**src/rtl/usb_fx2_slave_writer_pkg.sv**
```systemverilog
// Shared constants and state encoding for the FX2 slave-FIFO writer.
//   FX2_END_MARKER : frame terminator word produced by the USB packing stage
//   FX2_EPx_ADDR   : FIFOADR codes for the four FX2 endpoints
//   state_t        : writer FSM states
package usb_fx2_slave_writer_pkg;

   localparam int          WORD_W         = 32;
   localparam int          FD_W           = 16;
   localparam logic [31:0] FX2_END_MARKER = 32'hFAFAE0E0;

   localparam logic [1:0]  FX2_EP2_ADDR   = 2'b00;
   localparam logic [1:0]  FX2_EP4_ADDR   = 2'b01;
   localparam logic [1:0]  FX2_EP6_ADDR   = 2'b10;
   localparam logic [1:0]  FX2_EP8_ADDR   = 2'b11;

   typedef enum logic [2:0] {
      ST_IDLE,
      ST_RD,
      ST_LATCH,
      ST_HI_SU,
      ST_HI_WR,
      ST_LO_SU,
      ST_LO_WR,
      ST_PEND
   } state_t;

   function automatic logic is_wr_state(input state_t s);
      return (s == ST_HI_WR) || (s == ST_LO_WR);
   endfunction

endpackage

```
**src/rtl/usb_fx2_slave_writer_if.sv**
```systemverilog
// Bus bundle between the writer, the USB word FIFO and the FX2 slave FIFO.
//   FifoRdData/FifoEmpty/FifoRdReq : USB FIFO read side (normal, non show-ahead)
//   FlagFull_n                     : FX2 FLAGB, endpoint full when low
//   FD/SLWR_n/PKTEND_n/FIFOADR     : FX2 slave-FIFO write side
//   SLOE_n/SLRD_n                  : FX2 read-side controls, parked inactive
// modport master : the writer; modport slave : the FIFO + FX2 environment.
interface usb_fx2_slave_writer_if;
   import usb_fx2_slave_writer_pkg::*;

   logic [WORD_W-1:0] FifoRdData;
   logic              FifoEmpty;
   logic              FifoRdReq;
   logic              FlagFull_n;
   logic [FD_W-1:0]   FD;
   logic              SLWR_n;
   logic              PKTEND_n;
   logic [1:0]        FIFOADR;
   logic              SLOE_n;
   logic              SLRD_n;

   modport master (
      input  FifoRdData, FifoEmpty, FlagFull_n,
      output FifoRdReq, FD, SLWR_n, PKTEND_n, FIFOADR, SLOE_n, SLRD_n
   );

   modport slave (
      output FifoRdData, FifoEmpty, FlagFull_n,
      input  FifoRdReq, FD, SLWR_n, PKTEND_n, FIFOADR, SLOE_n, SLRD_n
   );

endinterface

```
**src/rtl/usb_fx2_slave_writer.sv**
```systemverilog
// Drains 32-bit words from the USB FIFO and writes each as two 16-bit halves
// (high first) into the FX2 slave FIFO. A frame end marker that leaves a
// partly filled bulk packet is followed by a PKTEND_n pulse so the host gets
// the short packet immediately.
// Ports:
//   Clk     : FX2 IFCLK domain clock
//   Rst     : asynchronous active-low reset
//   Enable  : allow starting new word reads (a word in flight always completes)
//   Busy    : high whenever the FSM is not idle
//   bus     : FIFO + FX2 signals (usb_fx2_slave_writer_if.master)
module usb_fx2_slave_writer
   import usb_fx2_slave_writer_pkg::*;
#(
   parameter int          PKT_HALVES = 256,
   parameter logic [31:0] END_MARKER = FX2_END_MARKER,
   parameter logic [1:0]  EP_ADDR    = FX2_EP6_ADDR
) (
   input  logic                   Clk,
   input  logic                   Rst,
   input  logic                   Enable,
   output logic                   Busy,
   usb_fx2_slave_writer_if.master bus
);

   localparam int CNT_W = $clog2(PKT_HALVES);

   state_t            state, nxt;
   logic [WORD_W-1:0] hold;
   logic [FD_W-1:0]   fd_q;
   logic [CNT_W-1:0]  cnt;
   logic [CNT_W-1:0]  cnt_inc;
   logic              lo_settled;

   // Half counter mirrors the FX2 byte count; it wraps on the write that
   // fills a packet because the FX2 commits that packet by itself.
   assign cnt_inc = (cnt == CNT_W'(PKT_HALVES - 1)) ? '0 : cnt + CNT_W'(1);

   always_ff @(posedge Clk or negedge Rst) begin
      if (!Rst) state <= ST_IDLE;
      else      state <= nxt;
   end

   // FD is registered and only changes one cycle after entering LO_SU, so the
   // high half stays on the bus for the cycle after its strobe (hold time)
   // and the low half is up a full cycle before its own strobe (setup).
   always_ff @(posedge Clk or negedge Rst) begin
      if (!Rst) begin
         hold       <= '0;
         fd_q       <= '0;
         cnt        <= '0;
         lo_settled <= 1'b0;
      end else begin
         lo_settled <= (state == ST_LO_SU);
         case (state)
            ST_LATCH: begin
               hold <= bus.FifoRdData;
               fd_q <= bus.FifoRdData[WORD_W-1:FD_W];
            end
            ST_LO_SU: fd_q <= hold[FD_W-1:0];
            ST_HI_WR,
            ST_LO_WR: cnt  <= cnt_inc;
            ST_PEND:  cnt  <= '0;
            default: ;
         endcase
      end
   end

   always_comb begin
      nxt = state;
      case (state)
         ST_IDLE:  if (Enable && !bus.FifoEmpty) nxt = ST_RD;
         ST_RD:    nxt = ST_LATCH;
         ST_LATCH: nxt = ST_HI_SU;
         ST_HI_SU: if (bus.FlagFull_n) nxt = ST_HI_WR;
         ST_HI_WR: nxt = ST_LO_SU;
         // first LO_SU cycle is the high half's hold cycle; never strobe there
         ST_LO_SU: if (lo_settled && bus.FlagFull_n) nxt = ST_LO_WR;
         // an exactly filled packet was already committed by the FX2
         ST_LO_WR: nxt = (hold == END_MARKER && cnt_inc != '0) ? ST_PEND : ST_IDLE;
         ST_PEND:  nxt = ST_IDLE;
         default:  nxt = ST_IDLE;
      endcase
   end

   always_comb begin
      bus.FifoRdReq = (state == ST_RD);
      bus.FD        = fd_q;
      bus.SLWR_n    = !is_wr_state(state);
      bus.PKTEND_n  = (state != ST_PEND);
      bus.FIFOADR   = EP_ADDR;
      bus.SLOE_n    = 1'b1;
      bus.SLRD_n    = 1'b1;
      Busy          = (state != ST_IDLE);
   end

endmodule

```
**src/flat_wrapper.sv**
```systemverilog
// flat-port wrapper written by rule: the top's interface ports become plain ports
module usb_fx2_slave_writer_flat import usb_fx2_slave_writer_pkg::*;
#(
   parameter int          PKT_HALVES = 256,
   parameter logic [31:0] END_MARKER = FX2_END_MARKER,
   parameter logic [1:0]  EP_ADDR    = FX2_EP6_ADDR
)
  (Clk, Rst, Enable, Busy, bus_FifoRdData, bus_FifoEmpty, bus_FlagFull_n, bus_FifoRdReq, bus_FD, bus_SLWR_n, bus_PKTEND_n, bus_FIFOADR, bus_SLOE_n, bus_SLRD_n);
  usb_fx2_slave_writer_if bus_i ();
  input  logic Clk;
  input  logic Rst;
  input  logic Enable;
  output logic Busy;
  input wire logic [$bits(bus_i.FifoRdData)-1:0] bus_FifoRdData;
  input wire logic [$bits(bus_i.FifoEmpty)-1:0] bus_FifoEmpty;
  input wire logic [$bits(bus_i.FlagFull_n)-1:0] bus_FlagFull_n;
  output wire logic [$bits(bus_i.FifoRdReq)-1:0] bus_FifoRdReq;
  output wire logic [$bits(bus_i.FD)-1:0] bus_FD;
  output wire logic [$bits(bus_i.SLWR_n)-1:0] bus_SLWR_n;
  output wire logic [$bits(bus_i.PKTEND_n)-1:0] bus_PKTEND_n;
  output wire logic [$bits(bus_i.FIFOADR)-1:0] bus_FIFOADR;
  output wire logic [$bits(bus_i.SLOE_n)-1:0] bus_SLOE_n;
  output wire logic [$bits(bus_i.SLRD_n)-1:0] bus_SLRD_n;
  assign bus_i.FifoRdData = bus_FifoRdData;
  assign bus_i.FifoEmpty = bus_FifoEmpty;
  assign bus_i.FlagFull_n = bus_FlagFull_n;
  assign bus_FifoRdReq = bus_i.FifoRdReq;
  assign bus_FD = bus_i.FD;
  assign bus_SLWR_n = bus_i.SLWR_n;
  assign bus_PKTEND_n = bus_i.PKTEND_n;
  assign bus_FIFOADR = bus_i.FIFOADR;
  assign bus_SLOE_n = bus_i.SLOE_n;
  assign bus_SLRD_n = bus_i.SLRD_n;
  usb_fx2_slave_writer #(.PKT_HALVES(PKT_HALVES), .END_MARKER(END_MARKER), .EP_ADDR(EP_ADDR)) u_core (.Clk(Clk), .Rst(Rst), .Enable(Enable), .Busy(Busy), .bus(bus_i));
endmodule
```
**config.mk**
```make
export PLATFORM = sky130hd
export DESIGN_NAME = usb_fx2_slave_writer_flat
export DESIGN_NICKNAME = d
export VERILOG_FILES = /design/src/rtl/usb_fx2_slave_writer_pkg.sv /design/src/rtl/usb_fx2_slave_writer_if.sv /design/src/rtl/usb_fx2_slave_writer.sv /design/src/flat_wrapper.sv
export SDC_FILE = /design/constraint.sdc
export NUM_CORES = 1
export LEC_CHECK = 0
export ABC_AREA = 1
export ABC_CLOCK_PERIOD_IN_PS = 3000
export CAP_MARGIN = 20
export CELL_PAD_IN_SITES_DETAIL_PLACEMENT = 1
export CELL_PAD_IN_SITES_GLOBAL_PLACEMENT = 1
export CORE_MARGIN = 2
export CORE_UTILIZATION = 39
export DETAILED_ROUTE_END_ITERATION = 6
export PLACE_DENSITY_LB_ADDON = 0.1
export RECOVER_POWER = 25
export SYNTH_ARGS = -nofsm -noshare
export SYNTH_HDL_FRONTEND = slang
export SYNTH_SLANG_ARGS = --single-unit
```
**constraint.sdc**
```tcl
create_clock -name Clk -period 3 [get_ports Clk]
set_input_delay 0.6 -clock Clk [delete_from_list [all_inputs] [get_ports Clk]]
set_output_delay 0.6 -clock Clk [all_outputs]
set_load 0.005 [all_outputs]
```
* Word level (Yosys, flattened, before mapping)
Index checks and enable logic that the tools add are counted.
** Operators by class
- Add/sub/neg operators :: 1
- Eq/ne operators :: 13
- Multiplexer cells :: 8
- Reduce and logical (&&, ||, !) cells :: 13
** Operators with widths (count)
- $eq 32x32->1 const B :: 1
- $pmux 16 s2 :: 1
- $pmux 3 s8 :: 1
- $pmux 8 s2 :: 1
- $eq 3x3->1 const B :: 4
- $mux 3 :: 4
- $add 8x1->8 const B :: 1
- $eq 8x8->1 const B :: 1
- $mux 8 :: 1
- $reduce_bool 8->1 :: 1
- $eq 3x2->1 const B :: 2
- $ne 2x2->1 const B :: 2
- $reduce_bool 2->1 :: 2
- $eq 3x1->1 const B :: 1
- $logic_and 1x1->1 :: 3
- $logic_not 3->1 :: 1
- $ne 3x3->1 const B :: 1
- $reduce_and 3->1 :: 1
- $reduce_bool 3->1 :: 1
- $logic_not 1->1 :: 2
- $ne 2x1->1 const B :: 1
- $reduce_or 2->1 :: 1
- $logic_or 1x1->1 :: 1
** Storage, ports and cells
- Register bits after elaboration :: 60

* Logic depth before layout (Yosys ltp)
- Word-level depth :: 6
- Mapped depth :: 12
- Depth with buffers taken out :: 12

* Worst setup path before layout
No wires, ideal clock.
- Path type :: register to register
- Start :: reg u_core.cnt[0]
- End :: reg u_core.state[1]
- Library setup time :: 0.117 ns
- Arrival :: 1.355 ns
- Setup slack :: 1.528 ns
- Stages on the path, launching flop included :: 13
- Path buffers :: 0
- Clock period less this slack :: 1.472 ns
- Cell sequence :: dfrtp_1 -> ha_1 -> nand2_1 -> nor2_1 -> nand2_1 -> nand3_1 -> nand2_1 -> nor2_1 -> nand3_1 -> nand2_1 -> nand2_1 -> nand2_1 -> nand2_1
** On the way
- Cells in the longest elaborated chain, start to end :: 6
- Elaborated cells between the ends (all ways) :: 7
- Classes of those cells :: 1 x add/sub; 1 x eq/ne; 3 x mux; 2 x reduce/logical
** RTL lines
- start, declared :: RTL line usb_fx2_slave_writer.sv:30 : logic [CNT_W-1:0] cnt;
- start signal, assigned :: RTL line usb_fx2_slave_writer.sv:61 : ST_LO_WR: cnt <= cnt_inc;
- $add 8x1->8 or $eq 8x8->1 (tied branches) :: RTL line usb_fx2_slave_writer.sv:36 : assign cnt_inc = (cnt == CNT_W'(PKT_HALVES - 1)) ? '0 : cnt + CNT_W'(1);
- $mux 8 * :: RTL line usb_fx2_slave_writer.sv:36
- $reduce_bool 8->1 * :: RTL line usb_fx2_slave_writer.sv:79 : ST_LO_WR: nxt = (hold == END_MARKER && cnt_inc != '0) ? ST_PEND : ST_IDLE;
- $logic_and 1x1->1 * :: RTL line usb_fx2_slave_writer.sv:79
- $mux 3 * :: RTL line usb_fx2_slave_writer.sv:79
- $pmux 3 s8 * :: RTL line usb_fx2_slave_writer.sv:70 : case (state)
- end signal, assigned :: RTL line usb_fx2_slave_writer.sv:40 : else state <= nxt;
- end, declared :: RTL line usb_fx2_slave_writer.sv:27 : state_t state, nxt;
Every way passes the cells marked *; elsewhere a longest branch is shown, timed or not.
A chain may end at the register's enable or synchronous reset.

* Worst setup path in the final report
- Start :: reg u_core.state[2]
- End :: out bus_SLWR_n
** On the way
- Cells in the longest elaborated chain, start to end :: 3
- Elaborated cells between the ends (all ways) :: 4
- Classes of those cells :: 2 x eq/ne; 2 x reduce/logical
** RTL lines
- $eq 3x3->1 :: RTL line usb_fx2_slave_writer_pkg.sv:28 : return (s == ST_HI_WR) || (s == ST_LO_WR);
- $logic_or 1x1->1 * :: RTL line usb_fx2_slave_writer_pkg.sv:28
- $logic_not 1->1 * :: RTL line usb_fx2_slave_writer.sv:88 : bus.SLWR_n = !is_wr_state(state);
- end, declared :: RTL line flat_wrapper.sv:19 : output wire logic [$bits(bus_i.SLWR_n)-1:0] bus_SLWR_n;
Marks and branches as above.

==> impl_metrics.py <==
metrics = {
    "yosys": {
        "synth_warnings": 0,
        "yosysSeqAreaShare_pct": 54.9,
        "synth-seq-cells": 60,
        "synth-main-ff-cell": "dfrtp_1",
        "yosysTopAreaCellShare_pct": 54.9,
        "yosysTopAreaCell": "dfrtp_1",
        "synth_area_per_cell_um2": 8.14,
        "syn-cell-area_um2": 2730,
        "synthTopCellsByArea": "dfrtp_1 (55%), nand2_1 (19%), nand3_1 (5.9%)",
        "yosysUniqueCellTypes": 26,
        "synthCells": 336,
        "synth-edff-count": 0,
        "synth-async-reset-ratio_pct": 100,
    },
    "clock_network": {
        "insertion_delay_ns": 0.33,
        "cts_made_buffers": 9,
        "clk_pin_slew_ns": 0.07,
        "cts_sinks": 60,
        "cts_setup_buffers": 0,
        "ctsRootBufferMaster": "clkbuf_8",
        "cts_max_level": 3,
        "cts_resized": 0,
        "cts.path.max_buffers": 2,
        "holdBufCountCts": 0,
        "cts_tree": "yes",
    },
    "place": {
        "dpl.hpwl_um": 4930,
        "place.gp.congestion": 0.879,
        "io_buffers": 56,
    },
    "die": {
        "die_h_um": 87.7,
        "core-area_um2": 6790,
        "die-area_um2": 7700,
        "rows": 30,
        "fp.dieW_um": 87.7,
        "initial_utilization_pct": 40.2,
        "io_pins": 61,
    },
    "setup_path": {
        "crit_arrival_ns": 1.86,
        "crit_path_end_kind": "output pin",
        "crit_type": "reg -> out",
        "crit_family": "buffers and inverters",
        "cp-start-kind": "flip-flop",
        "r2r_slack_ns": 1.17,
        "path_buf_inv": 3,
        "critPathSlowestCell": "clkdlybuf4s50_1",
        "critPathMaxStageDelay_ns": 0.51,
        "required_ns": 2.40,
        "worstPathMaxFanout": 8,
        "cp_cell_sequence": "inv_2 -> nor2_4 -> clkinv_1 -> clkdlybuf4s50_1",
    },
    "power": {
        "p_sw_mw": 1.27,
        "comb_power_share_pct": 35.9,
        "seq_power_share_pct": 41.0,
        "swShare_pct": 36.5,
        "vdd_drop_max_uv": 444,
        "power_density_nw_per_um2": 978,
        "leakage_nw": 1.74,
        "intPower_mw": 2.21,
        "clkPwrFrac_pct": 23.2,
    },
    "drt": {
        "drcViolationCount": 0,
        "drt_pass1_iterations": 4,
        "wire_per_inst_um": 13.9,
        "drt_iter0_markers": 90,
        "drt-total-wl_um": 6870,
        "via_per_inst": 4.71,
        "drtAntennaViolNets": 0,
        "vias": 2330,
    },
    "final_layout": {
        "drive_gt1_share_pct": 5.76,
        "mostFrequentLayoutCells": "nand2_1 (137), dfrtp_1 (60), clkdlybuf4s50_1 (55)",
        "area_delta_synth_final_pct": 30.3,
        "fin_nets": 433,
        "antenna_cells": 0,
        "fillerInstances": 855,
        "layout_commonest_cell": "nand2_1",
    },
    "sta": {
        "setup_tns_ns": 0,
        "finalHoldWorstSlack_ns": 0.121,
        "slew_headroom_pct": -28.6,
        "min_period_ns": 2.46,
        "clock.fmax_mhz": 407,
        "grt_setup_unrepaired": "no",
        "hold_viol": 0,
        "maxSlewViolCount": 37,
        "finalCritPeriodShare_pct": 81.9,
        "fin_worst_skew_ns": 0.0111,
        "tightest_slew_ns": 1.93,
        "setup_viol": 0,
    },
    "hold_path": {
        "hold_path.class": "in -> async",
    },
    "grt": {
        "grt_remaining_overflow": 0,
        "grt_max_degree": 46,
        "grt_pass1_wl_um": 11700,
        "gr-usage-all-layers_pct": 20.2,
        "grt_pass1_vias": 2402,
        "antenna_found_initial": 0,
    },
    "job": {
        "max_cap_viol_count": 1,
    },
    "outcome": {
        "status": "finished, violations left",
        "violations": "capacitance limit, slew limit",
    },
}
-- cell families (layout without fill, tap and decap cells) --
kind of cell | after synthesis | after routing | share of synthesized area [%]
and+or+nand+nor | 195 | 195 | 30.1
DFF | 60 | 60 | 54.9
buffers and inverters | 49 | 110 | 8.01
AOI/OAI and AO/OA | 27 | 27 | 5.45
adders and majority gates | 2 | 2 | 0.915
other | 2 | 4 | 0.275
xor gates and xnor gates | 1 | 1 | 0.320
-- power by group through the flow --
stage | Clock (mW) | Combinational [mW] | Sequential, mW
2_1_floorplan | 0 | 0.784 | 1.37
3_3_place_gp | 0 | 1.23 | 1.43
3_5_place_dp | 0 | 1.27 | 1.44
4_1_cts | 0.825 | 1.29 | 1.43
5_1_grt | 0.866 | 1.44 | 1.48
6_report | 0.808 | 1.25 | 1.43
-- path summary, 6_finish.rpt --
path / start / to / cells after the start
min in group Clk: u_core.hold[20] / u_core.hold[20] / 2
hold / removal: Rst / u_core.hold[16] / 1
setup reg to reg: u_core.cnt[1] / u_core.state[1] / 12
setup / recovery: u_core.state[2] / bus_SLWR_n / 4
hold reg to reg: u_core.hold[20] / u_core.hold[20] / 2
max in group asynchronous: Rst / u_core.bus.FD[6] / 2
-- flip-flops by register name, summed over array words and instances, names as in the netlist --
| register | count |
|---|---|
| u_core.bus.FD | 16 |
| u_core.cnt | 8 |
| u_core.hold | 32 |
| u_core.lo_settled | 1 |
| u_core.state | 3 |
-- through the flow --
step	utilization [%]	setup slack (ns)	area [µm²]	total power [mW]	cells
floorplan	-	1.53	2740	2.16	338
global placement	49.3	0.933	3350	2.66	479
detailed placement	49.3	0.895	3350	2.71	479
CTS	52.5	0.518	3570	3.54	495
global route	52.4	0.368	3560	3.78	495
finish	52.4	0.542	3560	3.48	495
-- final cells by class --
cell class	instances	area, µm²	share of cell area (%)
well taps	96	120	3.37
multi-input cells	229	1020	28.7
repair buffers	59	569	16.0
clock inverters	4	72.6	2.04
flip-flops and latches	60	1500	42.2
inverters	35	131	3.69
clock buffers	12	145	4.08
-- Yosys cell counts, types with 2 or more instances --
cell     count
nand2_1    137
dfrtp_1     60
nand3_1     32
inv_1       31
o21ai_0     18
nor2_1      11
buf_2        7
nand4_1      6
buf_4        5
nor3_1       5
o22ai_1      4
inv_2        3
conb_1       2
ha_1         2
nor2_4       2
-- metal layers --
layer | part of all wire, % | wire (µm) | vias up | global-route usage, %
met3 | 2.7 | 188 | 8 | 5.28
met5 | 0 | 0 | - | 0
met2 | 50 | 3430 | 37 | 33.7
met1 | 46 | 3180 | 1119 | 26.2
li1 | - | - | 1166 | -
met4 | 1.0 | 72 | 0 | 5.45
Power figures use the tool's default switching activity.
